File: src/rtl/ma_request_ctrl_pkg.sv
// Shared CPU definitions for the memory-access request controller:
// FSM states, access size encoding and the alignment rule.
package ma_request_ctrl_pkg;

   typedef enum logic [1:0] {
      ST_IDLE  = 2'b00,
      ST_REQ   = 2'b01,
      ST_WAIT  = 2'b10,
      ST_DRAIN = 2'b11
   } state_e;

   typedef enum logic [1:0] {
      SIZE_BYTE = 2'b00,
      SIZE_HALF = 2'b01,
      SIZE_WORD = 2'b10
   } size_e;

   // Halfwords need addr[0]=0, words need addr[1:0]=0; bytes are always aligned.
   function automatic logic is_misaligned(input size_e size, input logic [1:0] addr_lsb);
      logic mis;
      mis = 1'b0;
      if (size == SIZE_HALF) begin
         mis = addr_lsb[0];
      end else if (size == SIZE_WORD) begin
         mis = (addr_lsb != 2'b00);
      end
      return mis;
   endfunction

endpackage

File: src/rtl/ma_request_ctrl_if.sv
// EX-side request, memory-side request/response and load-result bundle
// for ma_request_ctrl; slave is the controller, master is its environment.
interface ma_request_ctrl_if #(
   parameter int unsigned XLEN = 32
);
   localparam int unsigned STRB_W = XLEN / 8;

   logic              i_req_valid;
   logic              o_req_ready;
   logic              i_req_we;
   logic [XLEN-1:0]   i_req_addr;
   logic [XLEN-1:0]   i_req_wdata;
   logic [STRB_W-1:0] i_req_wstrb;
   logic [1:0]        i_req_size;
   logic              i_req_unsigned;
   logic              i_flush;

   logic              o_mem_req_valid;
   logic              i_mem_req_ready;
   logic [XLEN-1:0]   o_mem_addr;
   logic              o_mem_we;
   logic [XLEN-1:0]   o_mem_wdata;
   logic [STRB_W-1:0] o_mem_wstrb;
   logic              i_mem_rsp_valid;
   logic [XLEN-1:0]   i_mem_rsp_data;

   logic              o_ld_valid;
   logic [XLEN-1:0]   o_ld_addr;
   logic [XLEN-1:0]   o_ld_rdata;
   logic [1:0]        o_ld_size;
   logic              o_ld_unsigned;
   logic              o_misaligned;

   modport slave (
      input  i_req_valid, i_req_we, i_req_addr, i_req_wdata, i_req_wstrb,
             i_req_size, i_req_unsigned, i_flush,
             i_mem_req_ready, i_mem_rsp_valid, i_mem_rsp_data,
      output o_req_ready, o_mem_req_valid, o_mem_addr, o_mem_we, o_mem_wdata,
             o_mem_wstrb, o_ld_valid, o_ld_addr, o_ld_rdata, o_ld_size,
             o_ld_unsigned, o_misaligned
   );

   modport master (
      output i_req_valid, i_req_we, i_req_addr, i_req_wdata, i_req_wstrb,
             i_req_size, i_req_unsigned, i_flush,
             i_mem_req_ready, i_mem_rsp_valid, i_mem_rsp_data,
      input  o_req_ready, o_mem_req_valid, o_mem_addr, o_mem_we, o_mem_wdata,
             o_mem_wstrb, o_ld_valid, o_ld_addr, o_ld_rdata, o_ld_size,
             o_ld_unsigned, o_misaligned
   );

endinterface

File: src/rtl/ma_request_ctrl.sv
// Memory-access request controller: accepts one EX-side load/store at a time,
// issues a word-aligned memory request and hands raw load data to load_unit.
module ma_request_ctrl
   import ma_request_ctrl_pkg::*;
#(
   parameter int unsigned XLEN = 32
) (
   input logic             i_clk,
   input logic             i_rst_n,
   ma_request_ctrl_if.slave bus
);

   localparam int unsigned STRB_W = XLEN / 8;

   state_e            state_q,         state_n;
   logic              req_ready_q,     req_ready_n;
   logic              mem_req_valid_q, mem_req_valid_n;
   logic [XLEN-1:0]   mem_addr_q,      mem_addr_n;
   logic              mem_we_q,        mem_we_n;
   logic [XLEN-1:0]   mem_wdata_q,     mem_wdata_n;
   logic [STRB_W-1:0] mem_wstrb_q,     mem_wstrb_n;
   logic [XLEN-1:0]   lat_addr_q,      lat_addr_n;
   size_e             lat_size_q,      lat_size_n;
   logic              lat_unsigned_q,  lat_unsigned_n;
   logic              ld_valid_q,      ld_valid_n;
   logic [XLEN-1:0]   ld_addr_q,       ld_addr_n;
   logic [XLEN-1:0]   ld_rdata_q,      ld_rdata_n;
   logic [1:0]        ld_size_q,       ld_size_n;
   logic              ld_unsigned_q,   ld_unsigned_n;
   logic              misaligned_q,    misaligned_n;

   // Next-state and next-output logic; flush always takes priority over progress.
   always_comb begin
      state_n        = state_q;
      mem_addr_n     = mem_addr_q;
      mem_we_n       = mem_we_q;
      mem_wdata_n    = mem_wdata_q;
      mem_wstrb_n    = mem_wstrb_q;
      lat_addr_n     = lat_addr_q;
      lat_size_n     = lat_size_q;
      lat_unsigned_n = lat_unsigned_q;
      ld_valid_n     = 1'b0;
      ld_addr_n      = ld_addr_q;
      ld_rdata_n     = ld_rdata_q;
      ld_size_n      = ld_size_q;
      ld_unsigned_n  = ld_unsigned_q;
      misaligned_n   = 1'b0;

      case (state_q)
         ST_IDLE: begin
            if (bus.i_req_valid && !bus.i_flush) begin
               if (is_misaligned(size_e'(bus.i_req_size), bus.i_req_addr[1:0])) begin
                  misaligned_n = 1'b1;
               end else begin
                  state_n        = ST_REQ;
                  mem_addr_n     = {bus.i_req_addr[XLEN-1:2], 2'b00};
                  mem_we_n       = bus.i_req_we;
                  mem_wdata_n    = bus.i_req_wdata;
                  mem_wstrb_n    = bus.i_req_wstrb;
                  lat_addr_n     = bus.i_req_addr;
                  lat_size_n     = size_e'(bus.i_req_size);
                  lat_unsigned_n = bus.i_req_unsigned;
               end
            end
         end
         ST_REQ: begin
            if (bus.i_flush) begin
               state_n = ST_IDLE;
            end else if (bus.i_mem_req_ready) begin
               state_n = mem_we_q ? ST_IDLE : ST_WAIT;
            end
         end
         ST_WAIT: begin
            if (bus.i_mem_rsp_valid) begin
               state_n = ST_IDLE;
               if (!bus.i_flush) begin
                  ld_valid_n    = 1'b1;
                  ld_addr_n     = lat_addr_q;
                  ld_rdata_n    = bus.i_mem_rsp_data;
                  ld_size_n     = lat_size_q;
                  ld_unsigned_n = lat_unsigned_q;
               end
            end else if (bus.i_flush) begin
               state_n = ST_DRAIN;
            end
         end
         ST_DRAIN: begin
            if (bus.i_mem_rsp_valid) begin
               state_n = ST_IDLE;
            end
         end
         default: state_n = ST_IDLE;
      endcase

      mem_req_valid_n = (state_n == ST_REQ);
      req_ready_n     = (state_n == ST_IDLE);
   end

   // State and registered outputs.
   always_ff @(posedge i_clk or negedge i_rst_n) begin
      if (!i_rst_n) begin
         state_q         <= ST_IDLE;
         req_ready_q     <= 1'b1;
         mem_req_valid_q <= 1'b0;
         mem_addr_q      <= '0;
         mem_we_q        <= 1'b0;
         mem_wdata_q     <= '0;
         mem_wstrb_q     <= '0;
         lat_addr_q      <= '0;
         lat_size_q      <= SIZE_BYTE;
         lat_unsigned_q  <= 1'b0;
         ld_valid_q      <= 1'b0;
         ld_addr_q       <= '0;
         ld_rdata_q      <= '0;
         ld_size_q       <= 2'b00;
         ld_unsigned_q   <= 1'b0;
         misaligned_q    <= 1'b0;
      end else begin
         state_q         <= state_n;
         req_ready_q     <= req_ready_n;
         mem_req_valid_q <= mem_req_valid_n;
         mem_addr_q      <= mem_addr_n;
         mem_we_q        <= mem_we_n;
         mem_wdata_q     <= mem_wdata_n;
         mem_wstrb_q     <= mem_wstrb_n;
         lat_addr_q      <= lat_addr_n;
         lat_size_q      <= lat_size_n;
         lat_unsigned_q  <= lat_unsigned_n;
         ld_valid_q      <= ld_valid_n;
         ld_addr_q       <= ld_addr_n;
         ld_rdata_q      <= ld_rdata_n;
         ld_size_q       <= ld_size_n;
         ld_unsigned_q   <= ld_unsigned_n;
         misaligned_q    <= misaligned_n;
      end
   end

   assign bus.o_req_ready     = req_ready_q;
   assign bus.o_mem_req_valid = mem_req_valid_q;
   assign bus.o_mem_addr      = mem_addr_q;
   assign bus.o_mem_we        = mem_we_q;
   assign bus.o_mem_wdata     = mem_wdata_q;
   assign bus.o_mem_wstrb     = mem_wstrb_q;
   assign bus.o_ld_valid      = ld_valid_q;
   assign bus.o_ld_addr       = ld_addr_q;
   assign bus.o_ld_rdata      = ld_rdata_q;
   assign bus.o_ld_size       = ld_size_q;
   assign bus.o_ld_unsigned   = ld_unsigned_q;
   assign bus.o_misaligned    = misaligned_q;

endmodule

File: src/flat_wrapper.sv
// flat-port wrapper written by rule: the top's interface ports become plain ports
module ma_request_ctrl_flat import ma_request_ctrl_pkg::*;
#(
   parameter int unsigned XLEN = 32
)
  (i_clk, i_rst_n, bus_i_req_valid, bus_i_req_we, bus_i_req_addr, bus_i_req_wdata, bus_i_req_wstrb, bus_i_req_size, bus_i_req_unsigned, bus_i_flush, bus_i_mem_req_ready, bus_i_mem_rsp_valid, bus_i_mem_rsp_data, bus_o_req_ready, bus_o_mem_req_valid, bus_o_mem_addr, bus_o_mem_we, bus_o_mem_wdata, bus_o_mem_wstrb, bus_o_ld_valid, bus_o_ld_addr, bus_o_ld_rdata, bus_o_ld_size, bus_o_ld_unsigned, bus_o_misaligned);
  ma_request_ctrl_if #(.XLEN(XLEN)) bus_i ();
  input logic i_clk;
  input logic i_rst_n;
  input wire logic [$bits(bus_i.i_req_valid)-1:0] bus_i_req_valid;
  input wire logic [$bits(bus_i.i_req_we)-1:0] bus_i_req_we;
  input wire logic [$bits(bus_i.i_req_addr)-1:0] bus_i_req_addr;
  input wire logic [$bits(bus_i.i_req_wdata)-1:0] bus_i_req_wdata;
  input wire logic [$bits(bus_i.i_req_wstrb)-1:0] bus_i_req_wstrb;
  input wire logic [$bits(bus_i.i_req_size)-1:0] bus_i_req_size;
  input wire logic [$bits(bus_i.i_req_unsigned)-1:0] bus_i_req_unsigned;
  input wire logic [$bits(bus_i.i_flush)-1:0] bus_i_flush;
  input wire logic [$bits(bus_i.i_mem_req_ready)-1:0] bus_i_mem_req_ready;
  input wire logic [$bits(bus_i.i_mem_rsp_valid)-1:0] bus_i_mem_rsp_valid;
  input wire logic [$bits(bus_i.i_mem_rsp_data)-1:0] bus_i_mem_rsp_data;
  output wire logic [$bits(bus_i.o_req_ready)-1:0] bus_o_req_ready;
  output wire logic [$bits(bus_i.o_mem_req_valid)-1:0] bus_o_mem_req_valid;
  output wire logic [$bits(bus_i.o_mem_addr)-1:0] bus_o_mem_addr;
  output wire logic [$bits(bus_i.o_mem_we)-1:0] bus_o_mem_we;
  output wire logic [$bits(bus_i.o_mem_wdata)-1:0] bus_o_mem_wdata;
  output wire logic [$bits(bus_i.o_mem_wstrb)-1:0] bus_o_mem_wstrb;
  output wire logic [$bits(bus_i.o_ld_valid)-1:0] bus_o_ld_valid;
  output wire logic [$bits(bus_i.o_ld_addr)-1:0] bus_o_ld_addr;
  output wire logic [$bits(bus_i.o_ld_rdata)-1:0] bus_o_ld_rdata;
  output wire logic [$bits(bus_i.o_ld_size)-1:0] bus_o_ld_size;
  output wire logic [$bits(bus_i.o_ld_unsigned)-1:0] bus_o_ld_unsigned;
  output wire logic [$bits(bus_i.o_misaligned)-1:0] bus_o_misaligned;
  assign bus_i.i_req_valid = bus_i_req_valid;
  assign bus_i.i_req_we = bus_i_req_we;
  assign bus_i.i_req_addr = bus_i_req_addr;
  assign bus_i.i_req_wdata = bus_i_req_wdata;
  assign bus_i.i_req_wstrb = bus_i_req_wstrb;
  assign bus_i.i_req_size = bus_i_req_size;
  assign bus_i.i_req_unsigned = bus_i_req_unsigned;
  assign bus_i.i_flush = bus_i_flush;
  assign bus_i.i_mem_req_ready = bus_i_mem_req_ready;
  assign bus_i.i_mem_rsp_valid = bus_i_mem_rsp_valid;
  assign bus_i.i_mem_rsp_data = bus_i_mem_rsp_data;
  assign bus_o_req_ready = bus_i.o_req_ready;
  assign bus_o_mem_req_valid = bus_i.o_mem_req_valid;
  assign bus_o_mem_addr = bus_i.o_mem_addr;
  assign bus_o_mem_we = bus_i.o_mem_we;
  assign bus_o_mem_wdata = bus_i.o_mem_wdata;
  assign bus_o_mem_wstrb = bus_i.o_mem_wstrb;
  assign bus_o_ld_valid = bus_i.o_ld_valid;
  assign bus_o_ld_addr = bus_i.o_ld_addr;
  assign bus_o_ld_rdata = bus_i.o_ld_rdata;
  assign bus_o_ld_size = bus_i.o_ld_size;
  assign bus_o_ld_unsigned = bus_i.o_ld_unsigned;
  assign bus_o_misaligned = bus_i.o_misaligned;
  ma_request_ctrl #(.XLEN(XLEN)) u_core (.i_clk(i_clk), .i_rst_n(i_rst_n), .bus(bus_i));
endmodule
File: config.mk
export PLATFORM = sky130hd
export DESIGN_NAME = ma_request_ctrl_flat
export DESIGN_NICKNAME = d
export VERILOG_FILES = /design/src/rtl/ma_request_ctrl_pkg.sv /design/src/rtl/ma_request_ctrl_if.sv /design/src/rtl/ma_request_ctrl.sv /design/src/flat_wrapper.sv
export SDC_FILE = /design/constraint.sdc
export NUM_CORES = 1
export LEC_CHECK = 0
export BUFFER_PORTS_ARGS = -buffer_cell sky130_fd_sc_hd__buf_4
export CAP_MARGIN = 20
export CORE_MARGIN = 10
export CORE_UTILIZATION = 50
export CTS_BUF_LIST = sky130_fd_sc_hd__clkbuf_8
export CTS_CLUSTER_DIAMETER = 60
export CTS_CLUSTER_SIZE = 28
export DETAILED_ROUTE_END_ITERATION = 16
export HOLD_SLACK_MARGIN = 0.03
export PLACE_DENSITY = 0.84
export SETUP_SLACK_MARGIN = 0.02
export SYNTH_ARGS = -nofsm -noshare
export SYNTH_HDL_FRONTEND = slang
export SYNTH_SLANG_ARGS = --single-unit
export TNS_END_PERCENT = 5
File: constraint.sdc
create_clock -name i_clk -period 3 [get_ports i_clk]
set_clock_uncertainty 0.15 [all_clocks]
set_input_delay 0.3 -clock i_clk [delete_from_list [all_inputs] [get_ports i_clk]]
set_output_delay 0.3 -clock i_clk [all_outputs]
set_load 0.05 [all_outputs]
# Word-level counts from Yosys, hierarchy flattened
# Index checks and enable logic that the tools add are counted.
[op_classes] n_addsub=0 multipliers=0 div_mod_pow=0 n_lt_le_gt_ge=0 n_eq_ne=6 shifts=0 n_mux=19 n_bitwise=2 reduce_logical=7
[op_table] operator="2-bit 2-to-1 mux" count=8
[op_table] operator="1-bit 2-to-1 mux" count=10
[op_table] operator="2-bit case mux with 4 select lines" count=1
[op_table] operator="2-bit by 1-bit == test with 1-bit output (second input constant)" count=3
[op_table] operator="2-bit == test (second input constant)" count=3
[op_table] operator="3-bit AND reduction" count=2
[op_table] operator="2-bit logical NOT" count=2
[op_table] operator="1-bit inverter" count=2
[op_table] operator="2-bit nonzero test" count=1
[op_table] operator="1-bit logical AND" count=1
[op_table] operator="1-bit logical NOT" count=1
[word_totals] reg_bits=175 latch_bits=0 mem_bits_rw=0 rom_bits=0 input_bits=110 out_inout_bits=140 elab_cells=50 mem_count=0

# Longest topological paths before layout
# Gate-level depths: netlist of the first run.
[depth] depth_word=9 depth_mapped=6 ltp_nobuf=3

# Worst setup path after synthesis of the first run
# No wires, ideal clock.
[synth_timing] kind="register to register" start="register u_core.state_q[1]" end="register u_core.mem_wdata_q[0] (netlist: u_core.bus.o_mem_wdata[0])" setup_ns=0.125 arrival_time_ns=1.545 t_required_ns=2.725 slack_ns=1.180 path_stages_with_launch=7 n_path_buf=3 period_less_slack_ns=1.820 cell_sequence="dfrtp_1 -> nor4b_4 -> o211a_1 -> buf_6 -> buf_12 -> buf_12 -> mux2_4"
[synth_via] elab_chain_cells=2
[synth_lines] item="start: declaration" line="ma_request_ctrl.sv:15" text="state_e state_q, state_n;"
[synth_lines] item="start signal: assignment" line="ma_request_ctrl.sv:119" text="state_q <= state_n;"
[synth_lines] item="2-bit logical NOT" line="ma_request_ctrl.sv:49" text="case (state_q)"
[synth_lines] item="3-bit AND reduction (no source line)"
[synth_lines] item="end signal: assignment" line="ma_request_ctrl.sv:124" text="mem_wdata_q <= mem_wdata_n;"
[synth_lines] item="end: declaration" line="ma_request_ctrl.sv:20" text="logic [XLEN-1:0] mem_wdata_q, mem_wdata_n;"
# No other way between the ends.
# A chain may end at the register's enable or synchronous reset.

# Final worst setup path of the first run
[layout_timing] start="input port bus_i_req_addr[1]" end="register u_core.mem_wstrb_q[0] (netlist: u_core.bus.o_mem_wstrb[0])"
[layout_via] elab_chain_cells=7
[layout_lines] item="start: declaration" line="flat_wrapper.sv:12" text="input wire logic [$bits(bus_i.i_req_addr)-1:0] bus_i_req_addr;"
[layout_lines] item="2-bit nonzero test" line="ma_request_ctrl_pkg.sv:25" text="mis = (addr_lsb != 2'b00);"
[layout_lines] item="1-bit 2-to-1 mux" line="ma_request_ctrl_pkg.sv:24" text="end else if (size == SIZE_WORD) begin"
[layout_lines] item="1-bit 2-to-1 mux" line="ma_request_ctrl_pkg.sv:22" text="if (size == SIZE_HALF) begin"
[layout_lines] item="1-bit 2-to-1 mux" line="ma_request_ctrl.sv:51" text="if (bus.i_req_valid && !bus.i_flush) begin"
[layout_lines] item="1-bit 2-to-1 mux" line="ma_request_ctrl.sv:49"
[layout_lines] item="1-bit inverter (no source line)"
[layout_lines] item="3-bit AND reduction (no source line)"
[layout_lines] item="end signal: assignment" line="ma_request_ctrl.sv:125" text="mem_wstrb_q <= mem_wstrb_n;"
[layout_lines] item="end: declaration" line="ma_request_ctrl.sv:21" text="logic [STRB_W-1:0] mem_wstrb_q, mem_wstrb_n;"
# No other way between the ends. The select of a mux whose other input is x is not followed.

==> results of run 1 <==
## worst max-delay path: cells and delay by family
kind | cells | cell delay (ps)
AO/OA/AOI/OAI | 2 | 700
buffers and inverters | 3 | 1010
multiplexers | 1 | 400
## cell type report
class                   count  area, um2
multi-input cells         157       1740
fillers                   605       2270
repair buffers            359       2990
inverters                   1       3.75
clock inverters             9        200
well taps                 143        179
flip-flops and latches    145       3630
diodes                      1       2.50
clock buffers              22        303
## routing by layer
layer | vias up | share of wire | GRT usage
met1 | 2070 | 0.33 | 0.208
met5 | - | 0 | 0
li1 | 1855 | - | -
met2 | 149 | 0.57 | 0.407
met4 | 0 | 0.034 | 0.100
met3 | 35 | 0.063 | 0.0699
## state kept, by name, summed over array words and instances, names as in the netlist, 2 cells and up
name / flops
u_core.lat_addr_q: 31
u_core.bus.o_ld_rdata: 32
u_core.bus.o_mem_wdata: 32
u_core.bus.o_ld_addr: 32
u_core.lat_size_q: 2
u_core.bus.o_ld_size: 2
u_core.bus.o_mem_wstrb: 4
u_core.state_q: 2
## cell families (layout without fill, tap and decap cells)
family,after synthesis,in the layout,share of synthesized area
and+or+nand+nor,9,9,0.0124
AOI/OAI and AO/OA,7,7,0.00893
DFF,145,145,0.632
buffers and inverters,49,391,0.0673
muxes,139,139,0.278
other,1,3,0.000653
## per-stage QoR
step | hold WS, ps | cell area [um2]
2_1_floorplan | -146 | 5750
3_3_place_gp | 184 | 7470
3_5_place_dp | 192 | 7470
4_1_cts | 37.7 | 9040
5_1_grt | 71.3 | 9050
6_report | 74.3 | 9050
## synth_stat cells (all sizes together)
cell type	n	area (um2)
nand3b	1	7.51
and2	1	6.26
inv	1	3.75
conb	1	3.75
nor2	1	3.75
o211ai	1	7.51
nor4b	1	23.8
nor3b	1	7.51
o21ai	2	10.0
o211a	1	10.0
dfrtp	144	3600
buf	47	379
nand2	1	3.75
nand2b	2	12.5
mux2	139	1600
a21oi	1	5.00
and3	1	6.26
o32a	1	10.0
dfstp	1	26.3
o41ai	1	8.76
clkbuf	1	3.75
## power by group
| group | internal (uW) | switching (uW) | total, uW |
|---|---|---|---|
| registers | 2610 | 432 | 3040 |
| logic | 1510 | 2990 | 4500 |
| clock network | 1180 | 721 | 1900 |
## worst max path at each step
stage,start,cells after the start,to,slack (ps)
after global placement,u_core.state_q[1],4,u_core.lat_addr_q[11],920
final,bus_i_req_addr[1],6,u_core.bus.o_mem_wstrb[0],750
after detailed placement,u_core.state_q[1],4,u_core.lat_addr_q[6],850
after CTS,bus_i_req_addr[1],6,u_core.lat_addr_q[6],780
after global routing,bus_i_req_addr[0],6,u_core.bus.o_mem_wdata[21],670
after floorplan,u_core.state_q[1],6,u_core.bus.o_mem_wdata[0],1180
==> qor.csv, run 1 <==
metric,value,unit
first-pass iteration count of the detailed router,4,
Reg2Reg Depth,4,
"Core Util, Final",0.799,
worst setup margin,753,ps
site row count,39,
Hold Crit Class,input port to flop,
layout cells sized above 1,0.615,
CP dominant cell by count,buf_4,
CTS buffer count,17,
Clock Pin Slew Worst Setup and Hold Paths,80,ps
most frequent cells in the layout,"buf_4, dfrtp_1, mux2_2, dlygate4sd3_1, clkbuf_8",
drt via density,4.91,
synthesized area per cell,16.4,um2
number of synthesized register bits,145,
worst slack at placement,852,ps
"Cell Area, Synth",5740,um2
Skew-Pair Late Insertion Delay,440,ps
DR iter-0 viols,197,
Root Buffer,clkbuf_8,
CTS max path bufs,2,
Reg2Reg Setup Slack,840,ps
status,finished clean,
reg-to-reg startpoint,u_core.state_q[1],
Pwr Total,9450,uW
CTS tree,built,
Antenna Nets Post-Route,0,
leakage,0.00443,uW
Synth cell types,25,
worst path arrival time,2420,ps
worst endpoint required time,3180,ps
Final Hold Vio Count,0,
maxcap violations,0,
Slew @ Worst Pin,634,ps
largest net degree at the start of global routing,77,
fin. max-slew vios,0,
Synth Warn #,0,
Final Wtd Congestion,0.717,
WL/cell,21.1,um
Total Negative Setup Slacks,0,ps
hold path start,bus_i_mem_rsp_valid,
vias in the first global route,4805,
Cell Pwr Density,1040,nW/um2
sequential area share after synthesis,0.632,
die height,127,um
initial antenna violation count,1,
initial core utilization,0.507,
IO buf count,247,
DR vias,4109,
# IOs,250,
CTS Sinks,145,
chip width,127,um
Layout area overhead,57.6,%
"non-filler cells, final",837,
Hold Buf Count CTS,107,
H-tree lvl count,4,
"Min Clock Period, post-route",2250,ps
RR Endpoint,u_core.bus.o_mem_wstrb[0],
postcts setup bufs,0,
"commonest non-fill, non-tap cell in the layout",buf_4,
GRT Total Usage,0.216,
RSZ-0062 raised after global routing,no,
relative slew slack,0.577,
CP max FO,22,
kind of critical path,input port to flop,
fmax,0.445,GHz
first-pass GRT wire length,27000,um
die area,16200,um2
crit path cell chain,"dlygate4sd3_1, buf_4, o21ai_0, o211a_4, buf_4, mux2_2",
final worst-path cycle share,0.749,
cell total after placement,698,
worst vdd ir,0.764,mV
final wirelength,17600,um
Final Setup Violations,0,
post-CTS sizing,0,
DP HPWL,11300,um
Layout Nets,791,
Mapped Cells,350,
Setup crit end kind,flop,
hold path depth,3,
Critical Path Max Stage Delay,540,ps
critical path's slowest cell,dlygate4sd3_1,
total gr overflow,0,
core area,11300,um2
Setup crit start kind,input port,
worst hold endpoint,u_core.state_q[1],
# DRC,0,
Power figures use the tool's default switching activity.
==> run 2: changes to the inputs <==
--- a/config.mk
+++ b/config.mk
@@ -8,13 +8,13 @@
 export BUFFER_PORTS_ARGS = -buffer_cell sky130_fd_sc_hd__buf_4
 export CAP_MARGIN = 20
 export CORE_MARGIN = 10
-export CORE_UTILIZATION = 50
+export CORE_UTILIZATION = 49
 export CTS_BUF_LIST = sky130_fd_sc_hd__clkbuf_8
 export CTS_CLUSTER_DIAMETER = 60
 export CTS_CLUSTER_SIZE = 28
 export DETAILED_ROUTE_END_ITERATION = 16
 export HOLD_SLACK_MARGIN = 0.03
-export PLACE_DENSITY = 0.84
+export PLACE_DENSITY = 0.82
 export SETUP_SLACK_MARGIN = 0.02
 export SYNTH_ARGS = -nofsm -noshare
 export SYNTH_HDL_FRONTEND = slang
==> constraint.sdc (replaced) <==
create_clock -name i_clk -period 2.2 [get_ports i_clk]
set_clock_uncertainty 0.15 [all_clocks]
set_input_delay 0.22 -clock i_clk [delete_from_list [all_inputs] [get_ports i_clk]]
set_output_delay 0.22 -clock i_clk [all_outputs]
set_load 0.05 [all_outputs]
==> qor.csv, run 2 (same netlist as run 1, synthesis figures left out) <==
metric,value,unit
Hold Buf Count CTS,110,
Clock Pin Slew Worst Setup and Hold Paths,80,ps
worst vdd ir,1.09,mV
"non-filler cells, final",841,
drt via density,4.81,
CP max FO,41,
H-tree lvl count,4,
busiest layer in global routing,met2,
Layout area overhead,57.4,%
CTS max path bufs,2,
Antenna Nets Post-Route,0,
Final Hold Vio Count,0,
ant diodes,0,
DR iter-0 viols,125,
most frequent cells in the layout,"buf_4, dfrtp_1, mux2_2, dlygate4sd3_1, clkbuf_8",
core area,11500,um2
# IOs,250,
initial core utilization,0.501,
reg-to-reg startpoint,u_core.state_q[1],
status,finished clean,
DP HPWL,11000,um
chip width,128,um
Layout Nets,795,
worst endpoint required time,2380,ps
Reg2Reg Setup Slack,210,ps
Hold Crit Class,input port to asynchronous set/reset pin,
post-CTS sizing,0,
Total Negative Setup Slacks,0,ps
"commonest non-fill, non-tap cell in the layout",buf_4,
CTS buffer count,17,
# DRC,0,
Reg2Reg Depth,4,
met3 Resource Use GR,0.0695,
fmax,0.502,GHz
CTS tree,built,
RSZ-0062 raised after global routing,no,
GRT Total Usage,0.209,
met2 global-route usage,0.381,
kind of critical path,flop to flop,
"Min Clock Period, post-route",1990,ps
CTS Sinks,145,
final wirelength,17300,um
largest net degree at the start of global routing,58,
die height,128,um
Skew-Pair Late Insertion Delay,450,ps
first-pass GRT wire length,26600,um
met1 Use GR,0.210,
Final Setup Violations,0,
WL/cell,20.5,um
die area,16400,um2
cell total after placement,699,
vias in the first global route,4732,
Root Buffer,clkbuf_8,
total gr overflow,0,
worst path arrival time,2180,ps
DR vias,4049,
first-pass iteration count of the detailed router,4,
maxcap violations,0,
Slew @ Worst Pin,593,ps
postcts setup bufs,0,
relative slew slack,0.603,
Setup crit end kind,flop,
RR Endpoint,u_core.bus.o_mem_wdata[6],
layout cells sized above 1,0.613,
fin. max-slew vios,0,
Setup crit start kind,flop,
initial antenna violation count,0,
leakage,0.00441,uW
site row count,39,
Cell Pwr Density,1380,nW/um2
Final Wtd Congestion,0.774,
final worst-path cycle share,0.906,
IO buf count,247,
## run 2: changes by cell type in the layout (fill, tap and decap cells not counted), sizes merged
cell	previous run	this run
buf	252	253
dlygate4sd3	107	110
clkbuf	22	19
diode	1	0
clkinvlp	2	4
clkinv	1	6
bufinv	6	3
## run 2: routing by layer
| metal | up-vias | share of wire |
|---|---|---|
| met1 | 1998 | 0.34 |
| met5 | - | 0 |
| li1 | 1869 | - |
| met4 | 0 | 0.030 |
| met3 | 38 | 0.069 |
| met2 | 144 | 0.56 |
## run 2: report_power, final
| group | total [uW] | leakage, uW | switching (uW) | internal, uW |
|---|---|---|---|---|
| Sequential | 4120 | 0.00181 | 563 | 3560 |
| Clock | 2200 | 0.000204 | 1020 | 1180 |
| Combinational | 6150 | 0.00240 | 4080 | 2070 |
| Total | 12500 | 0.00441 | 5660 | 6810 |
## run 2: final cells by class
| cell class | instances | area [um2] |
|---|---|---|
| sequential | 145 | 3630 |
| timing repair buffer | 363 | 3070 |
| fill | 615 | 2430 |
| multi-input combinational | 157 | 1740 |
| clock buffer | 19 | 262 |
| tap | 143 | 179 |
| clock inverter | 13 | 161 |
| inverter | 1 | 3.75 |
## run 2: critical path, stage by stage (launching register included)
cell     delay (ps)
dfrtp_1         450
nor4b_4         360
o211a_4         240
buf_12          260
mux2_2          400
## run 2: how the worst max path moves through the flow
| stage | startpoint | to | slack, ps |
|---|---|---|---|
| after global routing | u_core.state_q[1] | u_core.bus.o_mem_wdata[6] | 150 |
| final | u_core.state_q[1] | u_core.bus.o_mem_wdata[6] | 210 |
| after floorplan | u_core.state_q[1] | u_core.bus.o_mem_wdata[0] | 380 |
| after detailed placement | u_core.state_q[1] | u_core.bus.o_mem_wdata[7] | 260 |
| after CTS | u_core.state_q[1] | u_core.bus.o_mem_wdata[7] | 240 |
| after global placement | u_core.state_q[1] | u_core.lat_addr_q[9] | 310 |
## run 2: per-stage QoR
stage / power, uW / hold slack [ps] / worst slack, ps / util / area [um2]
4_1_cts: 12500 / 75.8 / 243 / 0.788 / 9040
6_report: 12500 / 78.8 / 207 / 0.788 / 9040
3_5_place_dp: 10100 / -5.10 / 256 / 0.655 / 7520
2_1_floorplan: 8280 / -226 / 380 / - / 5750
3_3_place_gp: 9960 / -11.4 / 306 / 0.655 / 7520
5_1_grt: 12900 / 104 / 146 / 0.788 / 9040
